**config.mk**
```make
export PLATFORM = sky130hd
export DESIGN_NAME = limbus_sys_acortex_st_arbiter
export DESIGN_NICKNAME = d
export VERILOG_FILES = /design/src/rtl/limbus_sys_acortex_pkg.sv /design/src/rtl/limbus_sys_acortex_rr_pick.sv /design/src/rtl/limbus_sys_acortex_st_arbiter.sv
export SDC_FILE = /design/constraint.sdc
export NUM_CORES = 1
export LEC_CHECK = 0
export ABC_AREA = 1
export BUFFER_PORTS_ARGS = -buffer_cell sky130_fd_sc_hd__buf_2
export CORE_MARGIN = 10
export CORE_UTILIZATION = 32
export CTS_CLUSTER_DIAMETER = 40
export CTS_CLUSTER_SIZE = 10
export DETAILED_ROUTE_END_ITERATION = 8
export GPL_TIMING_DRIVEN = 0
export PLACE_DENSITY = 0.82
export SLEW_MARGIN = 30
export SYNTH_ARGS = -nofsm -noshare
export SYNTH_HDL_FRONTEND = slang
export SYNTH_SLANG_ARGS = --single-unit
export TNS_END_PERCENT = 30
```
**constraint.sdc**
```tcl
create_clock -name clk_i -period 1.4 [get_ports clk_i]
set_input_delay 0.28 -clock clk_i [delete_from_list [all_inputs] [get_ports clk_i]]
set_output_delay 0.28 -clock clk_i [all_outputs]
set_load 0.02 [all_outputs]
```
**src/rtl/limbus_sys_acortex_pkg.sv**
```systemverilog
// Shared types and constants for the acortex Avalon-ST arbiter slice.
//   arb_state_e : arbiter FSM state (IDLE / GRANT)
//   BEAT_CNT_W  : width of the per-grant beat counter
//   ch_w()      : channel index width for a given source count (min 1)
package limbus_sys_acortex_pkg;

    typedef enum logic {
        IDLE  = 1'b0,
        GRANT = 1'b1
    } arb_state_e;

    localparam int BEAT_CNT_W = 8;

    function automatic int ch_w(input int n);
        return (n > 1) ? $clog2(n) : 1;
    endfunction

endpackage

```
**src/rtl/limbus_sys_acortex_rr_pick.sv**
```systemverilog
// Combinational rotate-priority encoder.
//   eligible_i   : request vector, one bit per source
//   last_grant_i : source granted most recently; search starts one above it
//   pick_o       : first eligible index found, wrapping modulo NUM_REQ
//   pick_vld_o   : 1 when any source is eligible
module limbus_sys_acortex_rr_pick
    import limbus_sys_acortex_pkg::*;
#(
    parameter int NUM_REQ = 4,
    parameter int CH_W    = ch_w(NUM_REQ)
) (
    input  logic [NUM_REQ-1:0] eligible_i,
    input  logic [CH_W-1:0]    last_grant_i,
    output logic [CH_W-1:0]    pick_o,
    output logic               pick_vld_o
);

    // Walk the rotation from farthest to nearest so the nearest eligible
    // source (smallest offset from last_grant) is the one left standing.
    // Offset NUM_REQ lands back on last_grant itself, so a lone requester
    // is re-granted.
    always_comb begin
        pick_o     = '0;
        pick_vld_o = 1'b0;
        for (int k = NUM_REQ; k >= 1; k--) begin
            if (eligible_i[(int'(last_grant_i) + k) % NUM_REQ]) begin
                pick_o     = CH_W'((int'(last_grant_i) + k) % NUM_REQ);
                pick_vld_o = 1'b1;
            end
        end
    end

endmodule

```
**src/rtl/limbus_sys_acortex_st_arbiter.sv**
```systemverilog
// Round-robin burst arbiter sharing the 32-bit acortex Avalon-ST sink
// between NUM_REQ sources. A grant lasts up to BURST_MAX beats or until the
// granted source drops valid; each handover costs one IDLE bubble.
//   clk_i / reset_i : clock, synchronous active-high reset
//   arb_en_i        : allow new grants (does not cut a running burst)
//   req_mask_i      : per-source arbitration enable
//   in_valid_i      : per-source valid
//   in_data_i       : per-source payload, source i at [i*DATA_W +: DATA_W]
//   in_ready_o      : per-source ready, only the granted bit may be set
//   out_valid_o / out_data_o / out_channel_o / out_ready_i : sink side
//   busy_o          : 1 while a grant is held
module limbus_sys_acortex_st_arbiter
    import limbus_sys_acortex_pkg::*;
#(
    parameter int NUM_REQ   = 4,
    parameter int DATA_W    = 32,
    parameter int BURST_MAX = 8,
    localparam int CH_W     = ch_w(NUM_REQ)
) (
    input  logic                      clk_i,
    input  logic                      reset_i,
    input  logic                      arb_en_i,
    input  logic [NUM_REQ-1:0]        req_mask_i,
    input  logic [NUM_REQ-1:0]        in_valid_i,
    input  logic [NUM_REQ*DATA_W-1:0] in_data_i,
    output logic [NUM_REQ-1:0]        in_ready_o,
    output logic                      out_valid_o,
    output logic [DATA_W-1:0]         out_data_o,
    output logic [CH_W-1:0]           out_channel_o,
    input  logic                      out_ready_i,
    output logic                      busy_o
);

    arb_state_e            state_q;
    logic [CH_W-1:0]       grant_q;
    logic [CH_W-1:0]       last_grant_q;
    logic [BEAT_CNT_W-1:0] beat_cnt_q;
    logic [BEAT_CNT_W-1:0] beat_cnt_d;

    logic [NUM_REQ-1:0]    eligible;
    logic [CH_W-1:0]       pick;
    logic                  pick_vld;
    logic                  cur_valid;
    logic                  beat;
    logic                  burst_done;

    assign eligible = in_valid_i & req_mask_i;

    limbus_sys_acortex_rr_pick #(
        .NUM_REQ (NUM_REQ),
        .CH_W    (CH_W)
    ) u_pick (
        .eligible_i   (eligible),
        .last_grant_i (last_grant_q),
        .pick_o       (pick),
        .pick_vld_o   (pick_vld)
    );

    assign cur_valid  = in_valid_i[grant_q];
    assign beat       = (state_q == GRANT) && cur_valid && out_ready_i;
    assign burst_done = beat && (beat_cnt_q == BEAT_CNT_W'(BURST_MAX - 1));
    assign beat_cnt_d = beat ? beat_cnt_q + 1'b1 : beat_cnt_q;

    always_ff @(posedge clk_i) begin
        if (reset_i) begin
            state_q      <= IDLE;
            grant_q      <= '0;
            last_grant_q <= CH_W'(NUM_REQ - 1);
            beat_cnt_q   <= '0;
        end else begin
            case (state_q)
                IDLE: begin
                    if (arb_en_i && pick_vld) begin
                        state_q    <= GRANT;
                        grant_q    <= pick;
                        beat_cnt_q <= '0;
                    end
                end
                GRANT: begin
                    beat_cnt_q <= beat_cnt_d;
                    // A final beat coinciding with a valid drop is one exit;
                    // a paused source releases the grant without losing data.
                    if (burst_done || !cur_valid) begin
                        state_q      <= IDLE;
                        last_grant_q <= grant_q;
                    end
                end
                default: state_q <= IDLE;
            endcase
        end
    end

    // Valid and ready are also held low while reset is asserted, so a burst
    // cut by reset never hands over a beat in the reset cycle itself.
    always_comb begin
        in_ready_o    = '0;
        out_valid_o   = 1'b0;
        out_data_o    = '0;
        out_channel_o = '0;
        if (state_q == GRANT) begin
            out_data_o    = in_data_i[grant_q*DATA_W +: DATA_W];
            out_channel_o = grant_q;
            if (!reset_i) begin
                out_valid_o         = cur_valid;
                in_ready_o[grant_q] = out_ready_i;
            end
        end
    end

    assign busy_o = (state_q == GRANT);

endmodule
```
==> impl_metrics.yaml, run 1 <==
setup_path:
  crit_type: "reg -> out"
  setup.worst_path.end_class: "primary output"
  crit_required_ps: 1120
  r2r_slack_ps: -100
  reg2reg_to: "beat_cnt_q[5]"
  rr_worst_depth: 9
  worstReg2RegStart: "grant_q[0]"
  crit_arrival_ps: 1500
  cp-start-kind: "register"
  crit_fanout: 5
placement:
  port_buffers: 178
  postPlaceCellArea_um2: 2850
  place_ws_ps: -282
  place_congestion: 0.951
  dpl.cell_count: 520
  hpwl_mm: 7.75
timing:
  drv_slew: 0
  setup_ws_ps: -375
  relSlewSlack_pct: 81.7
  final_hold_viol_count: 0
  worst_pin_slew_ps: 275
  finalSetupViolCount: 47
  skew_ps: 7.23
  fin_crit_sh_pct: 127
  min_period_ps: 1780
  rsz0062_at_grt: "yes"
  fmax_mhz: 563
  whs_ps: 317
clock_network:
  clk_pin_slew_worst_paths_ps: 60
  clockBufferDepth: 2
  cts_root_buf: "clkbuf_8"
  clock_sink_count: 13
  cts_tree: "built"
  clk_latency_ps: 260
  htreeDepth: 1
  cts_made_buffers: 3
outcome:
  run_status: "finished, violations left"
  violations: "negative setup slack"
logic_synthesis:
  synth_cells: 272
  synth_xor_area_share_pct: 1.56
  postSynthAreaPerCell_um2: 6.19
  synth_top_family_by_area: "compound AO/OA/AOI/OAI gates"
  ys_warn_count: 0
  ys_ff_latch: 13
  yosys.area_share.simple_pct: 29.4
  synth_fa_ha_area_share_pct: 0.743
  syn_area_um2: 1680
  ys_types: 29
  synth_nets: 413
  synthMuxAreaShare_pct: 0
  synth_compound_area_share_pct: 43.9
  ys_seq_area_share_pct: 15.5
grt:
  grt_pass1_wl_mm: 15.8
  grt_max_degree: 11
  grt-ovfl-total: 0
  grt_pass1_vias: 2927
  grt_usage_pct: 22.6
  antenna_found_initial: 0
floorplanning:
  die_width_um: 92.5
  core_um2: 5110
  io_pins: 180
  rows: 26
  die_area_um2: 8560
  initial_core_util_pct: 32.9
  die_h_um: 92.5
drt:
  wirelength_mm: 11.1
  routedWlPerCell_um: 20.4
  drt_iter0_markers: 120
  drc: 0
  num_vias: 3052
  antenna_left: 0
  dr.pass1.iters: 5
  vias_per_cell: 5.62
power:
  vdd.ir_drop.worst_mv: 0.611
  power.density_nw_per_um2: 861
  p_leak_nw: 1.67
layout:
  antenna_cells: 0
  area_delta_synth_final_pct: 115
  final_area_um2: 3620
  fin_util_pct: 70.8
  instances_no_fill: 543
  final_layout_size_suffix_gt1_share_pct: 68.1
  nNetsFinal: 615
hold_path:
  hold_path_class: "in -> reg"
  worstHoldStart: "reset_i"
  min_path_cells: 2
  worstHoldEndpoint: "beat_cnt_q[4]"
job:
  cap_violations: 0
worst max-delay path, stage by stage (launching register included):
cell	delay, ps
dfxtp_4	400
inv_6	50
nor2_4	130
buf_12	150
clkbuf_16	140
a22oi_2	60
a21oi_2	160
buf_6	140
area by class of cell:
class / instances / area [um2]
multi-input cells: 224 / 1630
flip-flops and latches: 13 / 273
clock buffers: 4 / 45.0
inverters: 16 / 85.1
fillers: 376 / 1490
well taps: 70 / 87.6
repair buffers: 198 / 1260
plain buffers: 18 / 240
synth_stat cells, drive strengths merged:
cell type / count / share of area, %
ha: 1 / 0.74
o211ai: 1 / 0.45
nand4: 2 / 0.74
nor3: 4 / 1.2
nor2: 14 / 3.7
buf: 5 / 2.1
clkbuf: 14 / 3.1
o21ai: 2 / 0.59
a21oi: 40 / 12
a31oi: 1 / 0.37
clkinv: 2 / 0.45
nor3b: 1 / 0.45
inv: 14 / 3.3
nand2: 59 / 15
o22ai: 1 / 0.37
a22oi: 66 / 30
dfxtp: 13 / 15
xor2: 3 / 1.6
nand3: 28 / 8.6
a22o: 1 / 0.52
power by group:
| part | internal [mW] | switching (mW) |
|---|---|---|
| Combinational | 1.06 | 1.24 |
| Clock | 0.202 | 0.154 |
| Sequential | 0.403 | 0.0565 |
| Total | 1.67 | 1.45 |
per-layer routing:
metal / GRT usage [%] / vias to the layer above / share of wire, %
li1: - / 1410 / -
met1: 23.1 / 1427 / 33
met2: 44.2 / 182 / 55
met3: 4.76 / 33 / 8.7
met4: 7.07 / 0 / 3.5
met5: 0 / - / 0
stage by stage:
stage,total power [mW],setup TNS (ps)
finish,3.11,-12090
global placement,2.08,-9370
detailed placement,2.10,-9490
CTS,2.91,-11840
global route,3.27,-15750
floorplan,1.56,-850
how the worst max path moves through the flow:
stage / endpoint / cells past startpoint / start
final: out_data_o[10] / 7 / grant_q[0]
after global routing: out_data_o[5] / 7 / grant_q[0]
after CTS: out_data_o[4] / 7 / grant_q[0]
after detailed placement: out_data_o[30] / 4 / busy_o
after global placement: out_data_o[10] / 4 / busy_o
after floorplan: out_data_o[10] / 3 / busy_o
kinds of logic (layout without fill, tap and decap cells):
family / Yosys count / count (layout)
XOR/XNOR: 3 / 3
AO/OA/AOI/OAI: 112 / 112
AND/OR/NAND/NOR: 108 / 108
adder cells (fa/ha/maj): 1 / 1
flip-flops: 13 / 13
buffers and inverters: 35 / 236
what timing repair did:
item / in CTS / in global routing
endpoints found under the hold margin: 0 / 0
buffers inserted: 11 / 2
pin swaps: 11 / 17
cloned: 6 / 1
gates resized for setup: 113 / 38
hold buffers: 0 / 0
setup endpoints to repair: 50 / 51
layout by cell type (no fill, tap or decap), drive strengths merged, types with 3 or more instances in the layout:
cell    instances
a21oi          40
a22oi          66
buf           201
clkbuf         19
dfxtp          13
inv            14
nand2          59
nand3          28
nor2           14
nor3            4
xor2            3
sequential cells by signal (all words and copies together), names as in the netlist:
name / count
beat_cnt_q: 8
last_grant_q: 2
grant_q: 2
busy_o: 1
No activity file was read; power rests on OpenSTA's default activity.
==> run 2, diff against run 1 <==
CELL_PAD_IN_SITES_DETAIL_PLACEMENT = 1   (was default)
CELL_PAD_IN_SITES_GLOBAL_PLACEMENT = 1   (was default)
CORE_UTILIZATION = 19   (was 32)
==> run 2 against run 1 <==
  * The run still ends with negative setup slack left
  * Sequential power is 2% higher
  * Setup slack is essentially flat
  * Total power is 13% higher
  * Clock skew shrank 4.8 ps
  * Critical endpoint is now out_data_o[19]
  * Count of clock-buffer cells in the layout fell by 1
  * Clock power decreased by 1%
==> impl_metrics.yaml, run 2 (synthesis results as in run 1) <==
grt:
  grt_pass1_vias: 3259
  grt_max_degree: 11
  grt_usage_pct: 16.7
  grt_pass1_wl_mm: 17.7
  grt-ovfl-total: 0
  antenna_found_initial: 0
timing:
  relSlewSlack_pct: 75.8
  skew_ps: 2.39
  drv_slew: 0
  fin_crit_sh_pct: 127
  setup_tns_ps: -13460
  finalSetupViolCount: 50
  fmax_mhz: 563
  rsz0062_at_grt: "yes"
  min_period_ps: 1780
  setup_ws_ps: -376
  worst_pin_slew_ps: 362
  whs_ps: 346
  final_hold_viol_count: 0
drt:
  drt_iter0_markers: 144
  drc: 0
  dr_wl_met3_um: 987
  met1_length_mm: 4.48
  highest_layer: "met4"
  num_vias: 3076
  vias_per_cell: 5.24
  routedWlPerCell_um: 21.7
  antenna_left: 0
  met2RoutedLength_mm: 7.11
  wirelength_mm: 12.8
  dr.pass1.iters: 4
floorplanning:
  die_width_um: 114
  die_h_um: 114
  rows: 34
  io_pins: 180
  core_um2: 8680
  die_area_um2: 13000
  initial_core_util_pct: 19.4
layout:
  final_cell_mix: "buf_2 (142), a22oi_2 (57), a21oi_2 (36)"
  area_delta_synth_final_pct: 140
  reg_top3: "beat_cnt_q x8, grant_q x2, last_grant_q x2"
  nNetsFinal: 621
  registers.top_by_ff_count: "beat_cnt_q"
  final_layout_size_suffix_gt1_share_pct: 76.4
  antenna_cells: 0
  fin_util_pct: 46.5
  final_common_cell: "buf_2"
  largest_reg_flops: 8
clock_network:
  clk_pin_slew_worst_paths_ps: 60
  cts_root_buf: "clkbuf_8"
  clock_sink_count: 13
  cts_tree: "built"
  cts_made_buffers: 3
  clk_latency_ps: 250
  clockBufferDepth: 2
  htreeDepth: 1
outcome:
  violations: "negative setup slack"
  run_status: "finished, violations left"
placement:
  hpwl_mm: 9.10
  place_congestion: 0.799
  port_buffers: 178
setup_path:
  crit_arrival_ps: 1500
  crit_type: "reg -> out"
  slowest_stage: "dfxtp_4"
  crit_required_ps: 1120
  cp-start-kind: "register"
  setup.worst_path.end_class: "primary output"
  crit_chain: "inv_6 -> nor2_4 -> buf_12 -> buf_6 -> a22oi_2 -> a21oi_2 -> buf_4"
  cpPeakStageDelay_ps: 390
  crit_fanout: 8
power:
  p_leak_nw: 1.78
  vdd.ir_drop.worst_mv: 0.364
  power.density_nw_per_um2: 869
  power.total_mw: 3.51
job:
  cap_violations: 0
hold_path:
  hold_path_class: "in -> reg"
==> run 2: stage by stage <==
stage	cells	area, um2	setup slack [ps]
after floorplan	272	1870	-28.3
after global placement	558	2900	-361
after detailed placement	558	2900	-370
after CTS	579	3670	-395
after global routing	587	4030	-425
final	587	4030	-376
==> run 2: where the power goes <==
group          internal, mW  total, mW  switching, mW
logic                  1.27       2.69           1.42
registers             0.404      0.468         0.0637
clock network         0.197      0.351          0.154
total                  1.87       3.51           1.63
==> run 2: worst max-delay path, delay by kind of cell (launching register included) <==
kind	cells	cell delay (ps)
AND/OR/NAND/NOR	1	100
buffers and inverters	4	510
flip-flops	1	390
AO/OA/AOI/OAI	2	250
==> run 2: worst paths after layout <==
| check | from | to | slack, ps | depth (start not counted) |
|---|---|---|---|---|
| worst min-delay path | reset_i | beat_cnt_q[5] | 350 | 2 |
| worst max register to register | grant_q[1] | beat_cnt_q[2] | -250 | 9 |
| worst max-delay path | grant_q[0] | out_data_o[19] | -380 | 7 |
| worst min register to register | beat_cnt_q[2] | beat_cnt_q[2] | 470 | 2 |
==> run 2: cell type report <==
class	instances	area, um2
buffer	18	282
clock buffer	3	41.3
clock inverter	1	5.00
fill	1066	4640
inverter	16	93.8
multi-input combinational	224	1840
sequential	13	274
tap	108	135
timing repair buffer	204	1370
==> run 2: what timing repair did <==
action,4_1_cts,5_1_grt
hold buffers,0,0
gates cloned,6,2
endpoints found under the setup margin,50,51
resized for setup,140,76
buffers inserted,11,8
pin swaps,6,17
==> run 2: layer usage <==
metal | track usage (%) | vias to the layer above
li1 | - | 1427
met1 | 17.6 | 1490
met2 | 32.5 | 136
met3 | 4.35 | 23
met4 | 2.51 | 0
met5 | 0 | -
